--- src/rtl/filter_buf_loader.sv ---
// Filter-buffer loader: on a CSYNC load request, streams one output-channel tile
// of filter weights from memory into the filter buffer, then signals done.
module filter_buf_loader #(
  parameter int unsigned W_CHANNEL       = 8,
  parameter int unsigned W_ADDR          = 32,
  parameter int unsigned W_DATA          = 32,
  parameter int unsigned W_BUF_ADDR      = 10,
  parameter int unsigned FILT_WORDS      = 9,
  parameter int unsigned MAX_OUTSTANDING = 4
) (
  input  logic                  clk,
  input  logic                  rstn,
  input  logic [W_ADDR-1:0]     q_filter_base,
  input  logic [W_CHANNEL-1:0]  q_channel,
  input  logic                  i_fb_load_req,
  input  logic                  i_ctrl_csync_run,
  input  logic [W_CHANNEL-1:0]  i_chn_out,
  output logic                  o_mem_req,
  output logic [W_ADDR-1:0]     o_mem_addr,
  input  logic                  i_mem_gnt,
  input  logic                  i_mem_rvalid,
  input  logic [W_DATA-1:0]     i_mem_rdata,
  output logic                  o_fb_we,
  output logic [W_BUF_ADDR-1:0] o_fb_addr,
  output logic [W_DATA-1:0]     o_fb_wdata,
  output logic                  o_bm_csync_done,
  output logic                  o_busy,
  output logic                  o_err
);

  localparam int unsigned BYTES = W_DATA / 8;
  localparam int unsigned W_CNT = W_BUF_ADDR + 1;
  localparam int unsigned W_OUT = $clog2(MAX_OUTSTANDING + 1);

  typedef enum logic [1:0] {IDLE, FETCH, DRAIN, DONE} state_t;

  state_t             state;
  logic [W_CNT-1:0]   total_q;
  logic [W_CNT-1:0]   issued;
  logic [W_CNT-1:0]   written;
  logic [W_OUT-1:0]   outstanding;
  logic [W_ADDR-1:0]  addr_q;
  logic               run_lost;

  logic [W_CNT-1:0]   total_c;
  logic [W_ADDR-1:0]  start_addr;
  logic [W_CNT-1:0]   issued_nxt;
  logic               mem_req;
  logic               grant;
  logic               rv_ok;

  always_comb begin
    total_c    = W_CNT'(q_channel * FILT_WORDS);
    start_addr = q_filter_base
               + W_ADDR'(i_chn_out) * W_ADDR'(total_c) * W_ADDR'(BYTES);
    mem_req    = (state == FETCH) && (issued < total_q)
               && (outstanding < W_OUT'(MAX_OUTSTANDING));
    grant      = mem_req && i_mem_gnt;
    // Data with nothing in flight is stale (e.g. from before a reset) and is dropped.
    rv_ok      = i_mem_rvalid && (outstanding != '0);
    issued_nxt = issued + W_CNT'(grant);
  end

  assign o_mem_req  = mem_req;
  assign o_mem_addr = addr_q;
  assign o_busy     = (state != IDLE);

  always_ff @(posedge clk or negedge rstn) begin
    if (!rstn) begin
      state           <= IDLE;
      total_q         <= '0;
      issued          <= '0;
      written         <= '0;
      outstanding     <= '0;
      addr_q          <= '0;
      run_lost        <= 1'b0;
      o_fb_we         <= 1'b0;
      o_fb_addr       <= '0;
      o_fb_wdata      <= '0;
      o_bm_csync_done <= 1'b0;
      o_err           <= 1'b0;
    end else begin
      o_fb_we <= rv_ok;
      if (rv_ok) begin
        o_fb_addr  <= written[W_BUF_ADDR-1:0];
        o_fb_wdata <= i_mem_rdata;
        written    <= written + W_CNT'(1);
      end else if (i_mem_rvalid) begin
        o_err <= 1'b1;
      end

      if (grant && !rv_ok)
        outstanding <= outstanding + W_OUT'(1);
      else if (!grant && rv_ok)
        outstanding <= outstanding - W_OUT'(1);

      if (grant) begin
        issued <= issued_nxt;
        addr_q <= addr_q + W_ADDR'(BYTES);
      end

      if (i_fb_load_req && (state != IDLE))
        o_err <= 1'b1;

      // Losing CSYNC mid-load is flagged; the load still finishes but DONE is left at once.
      if (!i_ctrl_csync_run && ((state == FETCH) || (state == DRAIN))) begin
        o_err    <= 1'b1;
        run_lost <= 1'b1;
      end

      case (state)
        IDLE: begin
          if (i_fb_load_req) begin
            total_q  <= total_c;
            addr_q   <= start_addr;
            issued   <= '0;
            written  <= '0;
            run_lost <= 1'b0;
            state    <= FETCH;
          end
        end
        FETCH: begin
          if (total_q == '0) begin
            state           <= DONE;
            o_bm_csync_done <= 1'b1;
          end else if (issued_nxt == total_q) begin
            state <= DRAIN;
          end
        end
        DRAIN: begin
          if (written == total_q) begin
            state           <= DONE;
            o_bm_csync_done <= 1'b1;
          end
        end
        DONE: begin
          if (!i_ctrl_csync_run || run_lost) begin
            state           <= IDLE;
            o_bm_csync_done <= 1'b0;
          end
        end
        default: state <= IDLE;
      endcase
    end
  end

endmodule
--- config.mk ---
export PLATFORM = sky130hd
export DESIGN_NAME = filter_buf_loader
export DESIGN_NICKNAME = d
export VERILOG_FILES = /design/src/rtl/filter_buf_loader.sv
export SDC_FILE = /design/constraint.sdc
export NUM_CORES = 1
export LEC_CHECK = 0
export ABC_CLOCK_PERIOD_IN_PS = 4400
export CAP_MARGIN = 20
export CELL_PAD_IN_SITES_DETAIL_PLACEMENT = 0
export CELL_PAD_IN_SITES_GLOBAL_PLACEMENT = 1
export CORE_MARGIN = 2
export CORE_UTILIZATION = 38
export DETAILED_ROUTE_END_ITERATION = 12
export PLACE_DENSITY = 0.82
export SLEW_MARGIN = 20
export SYNTH_ARGS = -nofsm -noshare
export SYNTH_HDL_FRONTEND = slang
export SYNTH_SLANG_ARGS = --single-unit
export TNS_END_PERCENT = 20
--- constraint.sdc ---
create_clock -name clk -period 4.4 [get_ports clk]
set_input_delay 1.1 -clock clk [delete_from_list [all_inputs] [get_ports clk]]
set_output_delay 1.1 -clock clk [all_outputs]
set_load 0.02 [all_outputs]
==> results of run 1 <==
[cell type report]
class / count / share of cell area [%]
Inverter: 98 / 2.52
Clock inverter: 15 / 1.09
Sequential cell: 116 / 19.9
Timing Repair Buffer: 320 / 19.7
Tap cell: 341 / 2.92
Multi-Input combinational cell: 944 / 51.0
Clock buffer: 17 / 2.92
[how the worst min path moves through the flow]
stage / end / slack [ps] / cells past startpoint
4_1_cts: o_fb_addr[6] / 480 / 2
3_5_place_dp: o_err / 460 / 1
2_1_floorplan: outstanding[2] / 470 / 1
3_3_place_gp: o_fb_wdata[27] / 460 / 2
6_report: o_fb_addr[6] / 470 / 2
5_1_grt: o_fb_addr[7] / 500 / 2
[where the power goes]
| part | switching, W | leakage, nW | internal, W |
|---|---|---|---|
| Combinational | 0.00564 | 5.02 | 0.00555 |
| Sequential | 0.000187 | 1.43 | 0.00127 |
| Clock | 0.000531 | 0.279 | 0.000834 |
| Total | 0.00636 | 6.73 | 0.00765 |
[logic make-up (layout without fill, tap and decap cells)]
logic type | count (synthesis) | after routing
AOI/OAI and AO/OA | 193 | 193
adders and majority gates | 145 | 145
muxes | 11 | 11
and+or+nand+nor | 500 | 500
xor gates and xnor gates | 95 | 95
buffers and inverters | 134 | 450
DFF | 116 | 116
[worst min-delay path, delay by kind of cell, from the launching register on]
kind,cells,cell delay (ps)
simple gates,2,100
flops,1,330
[placed cells by master, fill, tap and decap left out, drive strengths merged, types with 27 or more instances in the layout]
| cell | n |
|---|---|
| nand2 | 238 |
| buf | 163 |
| clkdlybuf4s50 | 152 |
| dfrtp | 116 |
| inv | 98 |
| ha | 88 |
| and2 | 65 |
| fa | 57 |
| o21ai | 57 |
| xor2 | 48 |
| a21oi | 48 |
| xnor2 | 47 |
| nor2 | 47 |
| nand3 | 27 |
[state kept, by name, summed over array words and instances, names as in the netlist]
register	flops
o_mem_addr	32
issued	11
total_q	11
o_fb_addr	10
o_bm_csync_done	1
written	11
o_err	1
state	2
run_lost	1
o_fb_wdata	32
o_fb_we	1
outstanding	3
[layer usage]
metal,up-vias,share of wire (%),track usage [%]
li1,4623,-,-
met4,0,2.3,6.75
met2,210,48,37.5
met3,47,4.3,3.57
met5,-,0,0
met1,4508,45,29.0
[per-stage QoR]
stage / utilization, % / total power (W) / cell area (sq um) / setup WS (ps)
detailed placement: 50.3 / 0.0110 / 13400 / -3940
floorplan: - / 0.00723 / 10500 / -2980
CTS: 54.0 / 0.0133 / 14400 / -2900
global route: 54.6 / 0.0152 / 14600 / -3210
global placement: 50.3 / 0.0109 / 13400 / -3850
finish: 54.6 / 0.0140 / 14600 / -3020
[timing repair]
action	4_1_cts	5_1_grt
setup buffers	23	4
setup endpoints to repair	27	27
resized for setup	93	30
pin swaps	50	47
==> impl_summary.log, run 1 <==
INFO  metric run_status = finished, violations left
INFO  metric failed_checks = negative setup slack
INFO  metric critical_path.slowest_cell = sky130_fd_sc_hd__fa_1
INFO  metric cts_made_buffers = 17
INFO  metric post_synth_top_cells = sky130_fd_sc_hd__nand2_1, sky130_fd_sc_hd__dfrtp_1, sky130_fd_sc_hd__inv_1
INFO  metric antenna_cells_inserted = 0
INFO  metric timing.critical_path.buf_inv = 6
INFO  metric worst_ir_drop_vdd = ~0.0011 V
INFO  metric critPathMaxFanout = 4
INFO  metric synthTopCellsByArea = sky130_fd_sc_hd__dfrtp_1, sky130_fd_sc_hd__fa_1, sky130_fd_sc_hd__ha_1
INFO  metric place.gp.congestion = 0.910
INFO  metric clock_tree.buffer_depth = 2
INFO  metric area_taken_by_multi_input_logic_gates = around 0.0074 sq mm
INFO  metric synth-simple-area-share = 23.3%
INFO  metric hold_viol_final = 0
INFO  metric drc = 0
INFO  metric worst_setup_path_start_kind = primary input
INFO  metric critPathRequiredTime = around 4700 ps
INFO  metric min_from = o_fb_addr[6]
INFO  metric route.detailed.vias_per_inst = ~5
INFO  metric worstSetupPathDepth = 30
INFO  metric finalNonFillerCells = 1851
INFO  metric postSynthAreaPerCell = between 8 and 9 sq um
INFO  metric critical_path_arrival = roughly 7700 ps
INFO  metric crit-reg2reg-launch = issued[7]
INFO  metric placedCellCount = 1801
INFO  metric worst_clock_skew = between 8 and 9 ps
INFO  metric synth.area.mux_share = 1.10%
INFO  metric final_nets = around 1700
INFO  metric cts_tree = yes
INFO  metric fmax = between 100 and 150 MHz
INFO  metric p_per_area = a little under 1000 mW/mm^2
INFO  metric synth_enable_flop_cells = 0
INFO  metric grt_overflow = 0
INFO  metric rsz_0062_raised_after_global_routing = yes
INFO  metric finalCritPeriodShare = 169%
INFO  metric clk-insertion-delay-late = about 420 ps
INFO  metric mappedNetlistNets = ~1400
INFO  metric cts-htree-levels = 4
INFO  metric setup_crit_path_kind = primary input to flip-flop
INFO  metric critical_path.startpoint = q_channel[1]
INFO  metric detail-route-antenna-nets = 0
INFO  metric dominant_combinational_cell_family_by_area_after_synthesis = simple AND/OR/NAND/NOR gates
INFO  metric post_synth_fa_ha_maj_area_fraction = between 20 and 25%
INFO  metric global_route.usage.total = about 22%
INFO  metric vias_after_detailed_routing = approximately 9400
INFO  metric post_drt_wl_per_cell = about 16 um
INFO  metric finalHoldWorstSlack = approximately 470 ps
INFO  metric synthCells = between 1000 and 1500
INFO  metric setup_viol_count_final = 25
INFO  metric yosys_register_bits = roughly 120
INFO  metric drt_first_iter_violations = 576
INFO  metric dp_hpwl = 23400 um
INFO  metric regToRegEndpoint = state[1]
INFO  metric drt_first_pass_iters = 4
INFO  metric number_of_warnings_reported_in_the_yosys_synthesis_log = 0
INFO  metric worst_slew_margin_relative_to_its_limit = 51.7%
INFO  metric accumulated_negative_setup_slack = -58790 ps
INFO  metric drive_above_1_share = roughly 20%
INFO  metric post-synth-top-area-cell = sky130_fd_sc_hd__dfrtp_1
INFO  metric grt_first_pass_wirelength = ~50000 um
INFO  metric final-seq-area = between 0.002 and 0.003 sq mm
INFO  metric ys.flop_type = sky130_fd_sc_hd__dfrtp_1
INFO  metric library_cell_with_the_highest_instance_count_after_synthesis = sky130_fd_sc_hd__nand2_1
INFO  metric critical_path.max_stage_delay = 510 ps
INFO  metric drv_cap = 0
INFO  metric async_flop_share = 100%
INFO  metric synth-compound-area-share = around an eighth
INFO  metric grt_max_degree = 67
INFO  metric clkTransAtPathRegs = around 60 ps
INFO  metric die_height = roughly 170 um
INFO  metric die_width = between 150 and 200 um
INFO  metric root_buffer = sky130_fd_sc_hd__clkbuf_16
INFO  metric io_pins = between 150 and 200
INFO  metric route.final.wire_length = between 20000 and 30000 um
INFO  metric crit_path_end_kind = flip-flop
INFO  metric reg2reg_setup_slack = approximately 180 ps
INFO  metric timing_worst_slew_pin_value = 723 ps
INFO  metric synth_seq_area_share = 28.3%
INFO  metric path_delay_family = adder cells
INFO  metric crit_end = o_mem_addr[22]
INFO  metric slew_viol_final = 0
INFO  metric areaGrowthSynthToFinish = 42.1%
INFO  metric core_area = roughly 0.027 sq mm
INFO  metric rows = 60
INFO  metric ys_types = 65
INFO  metric io_buffer_count = around 160
INFO  metric holdBufCountCts = 0
INFO  metric r2r_cells = 16
INFO  metric grt_pass1_vias = a little under 10000
INFO  metric grt_antenna_before_repair = 0
INFO  metric post-synth-top-area-fraction = 28.3%
INFO  metric hp-class = flip-flop to flip-flop
INFO  metric initial_utilization = a little under 40%
INFO  metric nFillCells = approximately 2400
INFO  metric floorplan.die_area = ~0.028 sq mm
INFO  metric synth-xor-area-share = under 10%
INFO  metric p_leak = approximately 6.7 nW
INFO  metric clock_sink_count = between 100 and 150
INFO  metric synth.cell_area = 0.0103 sq mm
INFO  metric postLayoutSetupSlackWorst = -3020 ps
INFO  metric finalWorstPathRequiredPeriod = approximately 7400 ps
Note: power is estimated with default switching activity, not from simulation.
==> run 2, diff against run 1 <==
CORE_UTILIZATION = 45   (was 38)
DONT_BUFFER_PORTS = 1   (was default)
MAX_ROUTING_LAYER = met4   (was default)
==> run 2 against run 1 <==
Compared with the run above:
- final cell count down 13%
- clock power up 6%
- clock skew up 12 ps
- via count down 7.2%
- largest cell class unchanged
- the flow still finishes with violations (negative setup slack)
- sequential share of layout area up 3.2 points
- fmax up 3.9%
==> impl_summary.log, run 2 (same netlist as run 1, synthesis figures left out) <==
INFO  metric run_status = finished, violations left
INFO  metric failed_checks = negative setup slack
INFO  metric global_route.usage.total = between 20% and 30%
INFO  metric grt_pass1_vias = slightly below 9000
INFO  metric postLayoutSetupSlackWorst = -2750 ps
INFO  metric post-layout-total-power = about 0.013 W
INFO  metric vias_after_detailed_routing = between 8000 and 9000
INFO  metric drc = 0
INFO  metric worst_clock_skew = just over 20 ps
INFO  metric critPathRequiredTime = between 4000 and 5000 ps
INFO  metric critPathMaxFanout = 10
INFO  metric r2r_cells = 16
INFO  metric timing_worst_slew_pin_value = around 700 ps
INFO  metric mostFrequentLayoutCells = sky130_fd_sc_hd__nand2_1, sky130_fd_sc_hd__buf_4, sky130_fd_sc_hd__dfrtp_1
INFO  metric reg2reg_setup_slack = about 280 ps
INFO  metric clock_sink_count = between 100 and 150
INFO  metric rsz_0062_raised_after_global_routing = yes
INFO  metric route.detailed.vias_per_inst = ~5.4
INFO  metric p_leak = between 5 and 6 nW
INFO  metric detail-route-antenna-nets = 0
INFO  metric cts_made_buffers = 17
INFO  metric dp_hpwl = ~21000 um
INFO  metric setup_crit_path_kind = primary input to flip-flop
INFO  metric drt_first_pass_iters = 5
INFO  metric accumulated_negative_setup_slack = -52640 ps
INFO  metric worst_slew_margin_relative_to_its_limit = a little over half
INFO  metric grt_overflow = 0
INFO  metric core_area = 0.0225 sq mm
INFO  metric route.final.wire_length = ~27000 um
INFO  metric layout.cells.most_common = sky130_fd_sc_hd__nand2_1
INFO  metric worst_ir_drop_vdd = 0.00137 V
INFO  metric post_drt_wl_per_cell = 16.6 um
INFO  metric setup_viol_count_final = 25
INFO  metric grt_antenna_before_repair = 1
INFO  metric clkTransAtPathRegs = approximately 60 ps
INFO  metric cts-htree-levels = 4
INFO  metric crit-reg2reg-launch = total_q[8]
INFO  metric root_buffer = sky130_fd_sc_hd__clkbuf_16
INFO  metric place.gp.congestion = around 0.86
INFO  metric grt_first_pass_wirelength = around 44000 um
INFO  metric crit_path_end_kind = flip-flop
INFO  metric slew_viol_final = 0
INFO  metric floorplan.die_area = between 0.02 and 0.025 sq mm
INFO  metric finalWorstPathRequiredPeriod = about 7100 ps
INFO  metric drv_cap = 0
INFO  metric clk-insertion-delay-late = approximately 430 ps
INFO  metric clock_tree.buffer_depth = 2
INFO  metric hold_viol_final = 0
INFO  metric io_pins = about 170
INFO  metric m1WireLength = between 10000 and 15000 um
INFO  metric met3WireLength = between 1500 and 2000 um
INFO  metric highest_metal_layer_used_by_the_detailed_router = met4
INFO  metric hp-class = primary input to async pin
INFO  metric critical_path_arrival = ~7500 ps
INFO  metric regToRegEndpoint = state[1]
INFO  metric drive_above_1_share = between 10% and 20%
INFO  metric final_nets = around 1500
INFO  metric layout.cell_area.non_filler = ~0.013 sq mm
INFO  metric nFillCells = between 2000 and 2500
INFO  metric placedCellCount = 1560
INFO  metric detailroute.wirelength.met2 = roughly 13000 um
INFO  metric fmax = 140 MHz
INFO  metric grt_max_degree = roughly 120
INFO  metric rows = between 50 and 60
INFO  metric io_buffer_count = 0
INFO  metric die_height = around 160 um
INFO  metric worst_setup_path_start_kind = primary input
INFO  metric cts_tree = yes
INFO  metric p_per_area = 1050 mW/mm^2
INFO  metric drt_first_iter_violations = 386
INFO  metric finalNonFillerCells = about 1600
INFO  metric holdBufCountCts = 0
INFO  metric place_area = between 0.01 and 0.015 sq mm
INFO  metric initial_utilization = a little under half
INFO  metric die_width = about 160 um
INFO  metric final_core_utilization = 55.8%
INFO  metric areaGrowthSynthToFinish = 22.3%
INFO  metric finalCritPeriodShare = 162%
[run 2: cell types whose count changed in the layout (fill, tap and decap cells not counted), moves of 4 or more]
| cell | delta |
|---|---|
| sky130_fd_sc_hd__buf_2 | -4 |
| sky130_fd_sc_hd__clkdlybuf4s50_1 | -152 |
| sky130_fd_sc_hd__clkinv_4 | -5 |
| sky130_fd_sc_hd__buf_6 | -5 |
| sky130_fd_sc_hd__nand2_1 | +4 |
| sky130_fd_sc_hd__buf_4 | -21 |
| sky130_fd_sc_hd__ha_4 | -6 |
[run 2: area by class of cell]
class	count	area, sq um	share of cell area, %
antenna	2	5.00	0.0399
clock buffer	19	433	3.45
clock inverter	13	183	1.45
inverter	98	368	2.93
multi-input combinational	944	7320	58.3
sequential	116	2900	23.1
tap	285	357	2.84
timing repair buffer	129	987	7.86
[run 2: worst max-delay path by stage]
stage	to	startpoint	depth (start not counted)	slack, ps
6_report	o_mem_addr[31]	q_channel[2]	28	-2750
5_1_grt	o_mem_addr[22]	q_channel[1]	29	-3040
4_1_cts	o_mem_addr[31]	q_channel[1]	28	-2740
3_5_place_dp	o_mem_addr[25]	q_channel[1]	29	-3370
3_3_place_gp	o_mem_addr[26]	q_channel[1]	28	-3280
2_1_floorplan	o_mem_addr[26]	q_channel[1]	27	-2980
[run 2: metrics by stage]
step                worst slack, ps  hold slack (ps)
floorplan                     -2980              465
global placement              -3280              485
detailed placement            -3370              492
CTS                           -2740              365
global route                  -3040              361
finish                        -2750              380
[run 2: repair_timing]
action | CTS | global route
buffers inserted | 8 | 4
resized for setup | 16 | 44
gates cloned | 0 | 0
setup endpoints to repair | 25 | 27
pin swaps | 32 | 18
[run 2: power breakdown]
part | internal [W] | switching (W) | total [W]
Sequential | 0.00127 | 0.000380 | 0.00165
Clock | 0.000945 | 0.000503 | 0.00145
Combinational | 0.00514 | 0.00500 | 0.0101
[run 2: critical path, stage by stage]
cell and delay [ps]:
sky130_fd_sc_hd__ha_4 230, sky130_fd_sc_hd__ha_1 280, sky130_fd_sc_hd__a21o_1 190, sky130_fd_sc_hd__a21oi_2 200, sky130_fd_sc_hd__o21bai_1 100, sky130_fd_sc_hd__a21oi_2 180, sky130_fd_sc_hd__xnor2_2 160, sky130_fd_sc_hd__and2_4 180
sky130_fd_sc_hd__fa_1 430, sky130_fd_sc_hd__fa_1 460, sky130_fd_sc_hd__fa_1 500, sky130_fd_sc_hd__inv_1 60, sky130_fd_sc_hd__fa_1 540, sky130_fd_sc_hd__inv_1 60, sky130_fd_sc_hd__ha_4 250, sky130_fd_sc_hd__or2_2 290
sky130_fd_sc_hd__a21oi_2 130, sky130_fd_sc_hd__a21oi_2 60, sky130_fd_sc_hd__a41oi_2 230, sky130_fd_sc_hd__nor2b_4 200, sky130_fd_sc_hd__xnor2_2 90, sky130_fd_sc_hd__ha_4 310, sky130_fd_sc_hd__nand2_2 60, sky130_fd_sc_hd__nor2_4 110
sky130_fd_sc_hd__nand4_1 140, sky130_fd_sc_hd__o31a_1 340, sky130_fd_sc_hd__or3_1 320, sky130_fd_sc_hd__o221a_2 250
[run 2: routing by layer]
metal,track usage [%],up-vias
li1,-,4246
met5,-,-
met1,28.5,4249
met4,6.31,0
met2,38.9,184
met3,5.79,31
==> run 3, diff against run 2 <==
CORE_MARGIN = default   (was 2)
==> run 3 against run 2 <==
Compared with the run above:
- the flow still finishes with violations (negative setup slack)
- sequential power barely moved
- die area fell by 2.6%
- count of clock-buffer cells in the layout fell by 1
- clock power fell by 6%
- final area rose by 1.3%
- utilization rose by 1.8 points
- final cell count rose by 1.1%
- total power rose by 0.79%
- largest cell class unchanged
- largest power group unchanged
==> impl_summary.log, run 3 (same netlist as run 1, synthesis figures left out) <==
INFO  metric critPathRequiredTime = roughly 4700 ps
INFO  metric root_buffer = sky130_fd_sc_hd__clkbuf_16
INFO  metric fmax = 142 MHz
INFO  metric grt_first_pass_wirelength = around 46000 um
INFO  metric die_width = roughly 150 um
INFO  metric initial_utilization = a little under half
INFO  metric areaGrowthSynthToFinish = 23.9%
INFO  metric drc = 0
INFO  metric mostFrequentLayoutCells = sky130_fd_sc_hd__nand2_1, sky130_fd_sc_hd__buf_4, sky130_fd_sc_hd__dfrtp_1
INFO  metric cts_made_buffers = 17
INFO  metric dp_hpwl = roughly 21000 um
INFO  metric drt_first_pass_iters = 7
INFO  metric slew_viol_final = 0
INFO  metric failed_checks = negative setup slack
INFO  metric final_nets = about 1600
INFO  metric rows = 54
INFO  metric holdBufCountCts = 0
INFO  metric grt_pass1_vias = approximately 9400
INFO  metric critical_path_arrival = around 7400 ps
INFO  metric clk-insertion-delay-late = 420 ps
INFO  metric critPathMaxFanout = 10
INFO  metric grt_max_degree = around 120
INFO  metric run_status = finished, violations left
INFO  metric drt_first_iter_violations = 448
INFO  metric finalCritPeriodShare = 160%
INFO  metric p_per_area = between 1000 and 1500 mW/mm^2
INFO  metric route.detailed.vias_per_inst = around 5.5
INFO  metric layout.cell_area.non_filler = ~0.013 sq mm
INFO  metric post_drt_wl_per_cell = between 15 and 20 um
INFO  metric postLayoutSetupSlackWorst = -2660 ps
INFO  metric worst_slew_margin_relative_to_its_limit = a little under half
INFO  metric setup_viol_count_final = 25
INFO  metric drive_above_1_share = about a fifth
INFO  metric place.gp.congestion = 0.876
INFO  metric clkTransAtPathRegs = roughly 60 ps
INFO  metric setup_crit_path_kind = primary input to flip-flop
INFO  metric finalWorstPathRequiredPeriod = just over 7000 ps
INFO  metric grt_overflow = 0
INFO  metric timing_worst_slew_pin_value = 804 ps
INFO  metric die_height = around 150 um
INFO  metric cts-htree-levels = 4
INFO  metric layout.cells.most_common = sky130_fd_sc_hd__nand2_1
INFO  metric vias_after_detailed_routing = 8911
INFO  metric core_area = 0.0221 sq mm
INFO  metric hp-class = primary input to async pin
INFO  metric drv_cap = 0
INFO  metric clock_sink_count = ~120
INFO  metric crit_path_end_kind = flip-flop
INFO  metric floorplan.die_area = 0.0234 sq mm
INFO  metric cts_tree = yes
INFO  metric global_route.usage.total = about a quarter
INFO  metric accumulated_negative_setup_slack = -52890 ps
INFO  metric io_pins = 165
INFO  metric grt_antenna_before_repair = 2
INFO  metric worst_ir_drop_vdd = about 0.0013 V
INFO  metric io_buffer_count = 0
INFO  metric p_leak = ~6.1 nW
INFO  metric hold_viol_final = 0
INFO  metric place_area = between 0.01 and 0.015 sq mm
INFO  metric worst_setup_path_start_kind = primary input
INFO  metric detail-route-antenna-nets = 0
INFO  metric clock_tree.buffer_depth = 2
INFO  metric worst_clock_skew = approximately 12 ps
INFO  metric route.final.wire_length = about 28000 um
INFO  metric rsz_0062_raised_after_global_routing = yes
==> run 3: changes by cell type in the layout (fill, tap and decap cells not counted), moves of 4 or more <==
cell,delta
sky130_fd_sc_hd__clkinvlp_4,-4
sky130_fd_sc_hd__buf_6,-4
sky130_fd_sc_hd__clkinv_4,+6
sky130_fd_sc_hd__nor3_2,+4
sky130_fd_sc_hd__buf_4,+24
==> run 3: power breakdown <==
part / internal (W) / switching [W] / total (W)
logic: 0.00529 / 0.00503 / 0.0103
registers: 0.00127 / 0.000387 / 0.00165
clock network: 0.000838 / 0.000526 / 0.00136
total: 0.00740 / 0.00594 / 0.0133
==> run 3: worst max-delay path, cell delays in order <==
cell                       delay, ps
sky130_fd_sc_hd__ha_4            220
sky130_fd_sc_hd__ha_4            160
sky130_fd_sc_hd__fa_2            350
sky130_fd_sc_hd__a21oi_2         120
sky130_fd_sc_hd__nor2_1           50
sky130_fd_sc_hd__nor2_2          160
sky130_fd_sc_hd__nor2b_2          60
sky130_fd_sc_hd__o21ai_2         160
sky130_fd_sc_hd__xor2_2          260
sky130_fd_sc_hd__nor2b_2          70
sky130_fd_sc_hd__fa_1            500
sky130_fd_sc_hd__fa_1            420
sky130_fd_sc_hd__fa_1            490
sky130_fd_sc_hd__inv_1            50
sky130_fd_sc_hd__fa_1            490
sky130_fd_sc_hd__inv_2            50
sky130_fd_sc_hd__ha_4            150
sky130_fd_sc_hd__or3_1           350
sky130_fd_sc_hd__a211oi_2        240
sky130_fd_sc_hd__or3_1           190
sky130_fd_sc_hd__o311ai_2        130
sky130_fd_sc_hd__ha_1            400
sky130_fd_sc_hd__nand2_2          80
sky130_fd_sc_hd__nor2_2          110
sky130_fd_sc_hd__nand4_1         130
sky130_fd_sc_hd__o31a_1          300
sky130_fd_sc_hd__or3_1           310
sky130_fd_sc_hd__o221a_2         240
==> run 3: final cells by class <==
| type | count | area (sq um) |
|---|---|---|
| Clock buffer | 18 | 429 |
| Fill cell | 2005 | 9370 |
| Clock inverter | 14 | 154 |
| Tap cell | 280 | 350 |
| Sequential cell | 116 | 2900 |
| Multi-Input combinational cell | 944 | 7370 |
| Inverter | 98 | 368 |
| Antenna cell | 3 | 7.51 |
| Timing Repair Buffer | 150 | 1140 |
==> run 3: repair_timing <==
action | CTS | global route
gates resized for setup | 41 | 25
buffers inserted | 16 | 5
cloned | 0 | 0
pin swaps | 38 | 26
endpoints found under the setup margin | 25 | 27
endpoints found under the hold margin | 0 | 0
==> run 3: metal layers <==
layer / global-route usage [%] / part of all wire [%] / wire length, um / vias to the layer above
li1: - / - / - / 4294
met1: 29.2 / 42 / 11500 / 4360
met2: 43.8 / 50 / 13900 / 216
met3: 5.90 / 5.7 / 1590 / 41
met4: 8.51 / 2.3 / 631 / 0
met5: - / 0 / 0 / -
==> run 3: worst paths after layout <==
| kind | start | to | slack [ps] | cells past startpoint |
|---|---|---|---|---|
| worst max-delay path | q_channel[1] | o_mem_addr[31] | -2660 | 28 |
| worst min-delay path | rstn | o_fb_wdata[31] | 380 | 0 |
| worst max register to register | issued[9] | state[1] | 320 | 15 |
| worst min register to register | outstanding[2] | outstanding[2] | 500 | 1 |
| max in group asynchronous | rstn | o_mem_addr[29] | 3850 | 0 |
| min in group clk | outstanding[2] | outstanding[2] | 500 | 1 |
==> run 3: through the flow <==
stage | total power [W] | setup slack (ps) | hold slack, ps | utilization (%) | std cells
2_1_floorplan | 0.00723 | -2980 | 465 | - | 1194
3_3_place_gp | 0.0107 | -3210 | 483 | 52.7 | 1567
3_5_place_dp | 0.0108 | -3290 | 496 | 52.7 | 1567
4_1_cts | 0.0130 | -2670 | 360 | 56.8 | 1615
5_1_grt | 0.0146 | -2930 | 358 | 57.6 | 1623
6_report | 0.0133 | -2660 | 377 | 57.6 | 1623
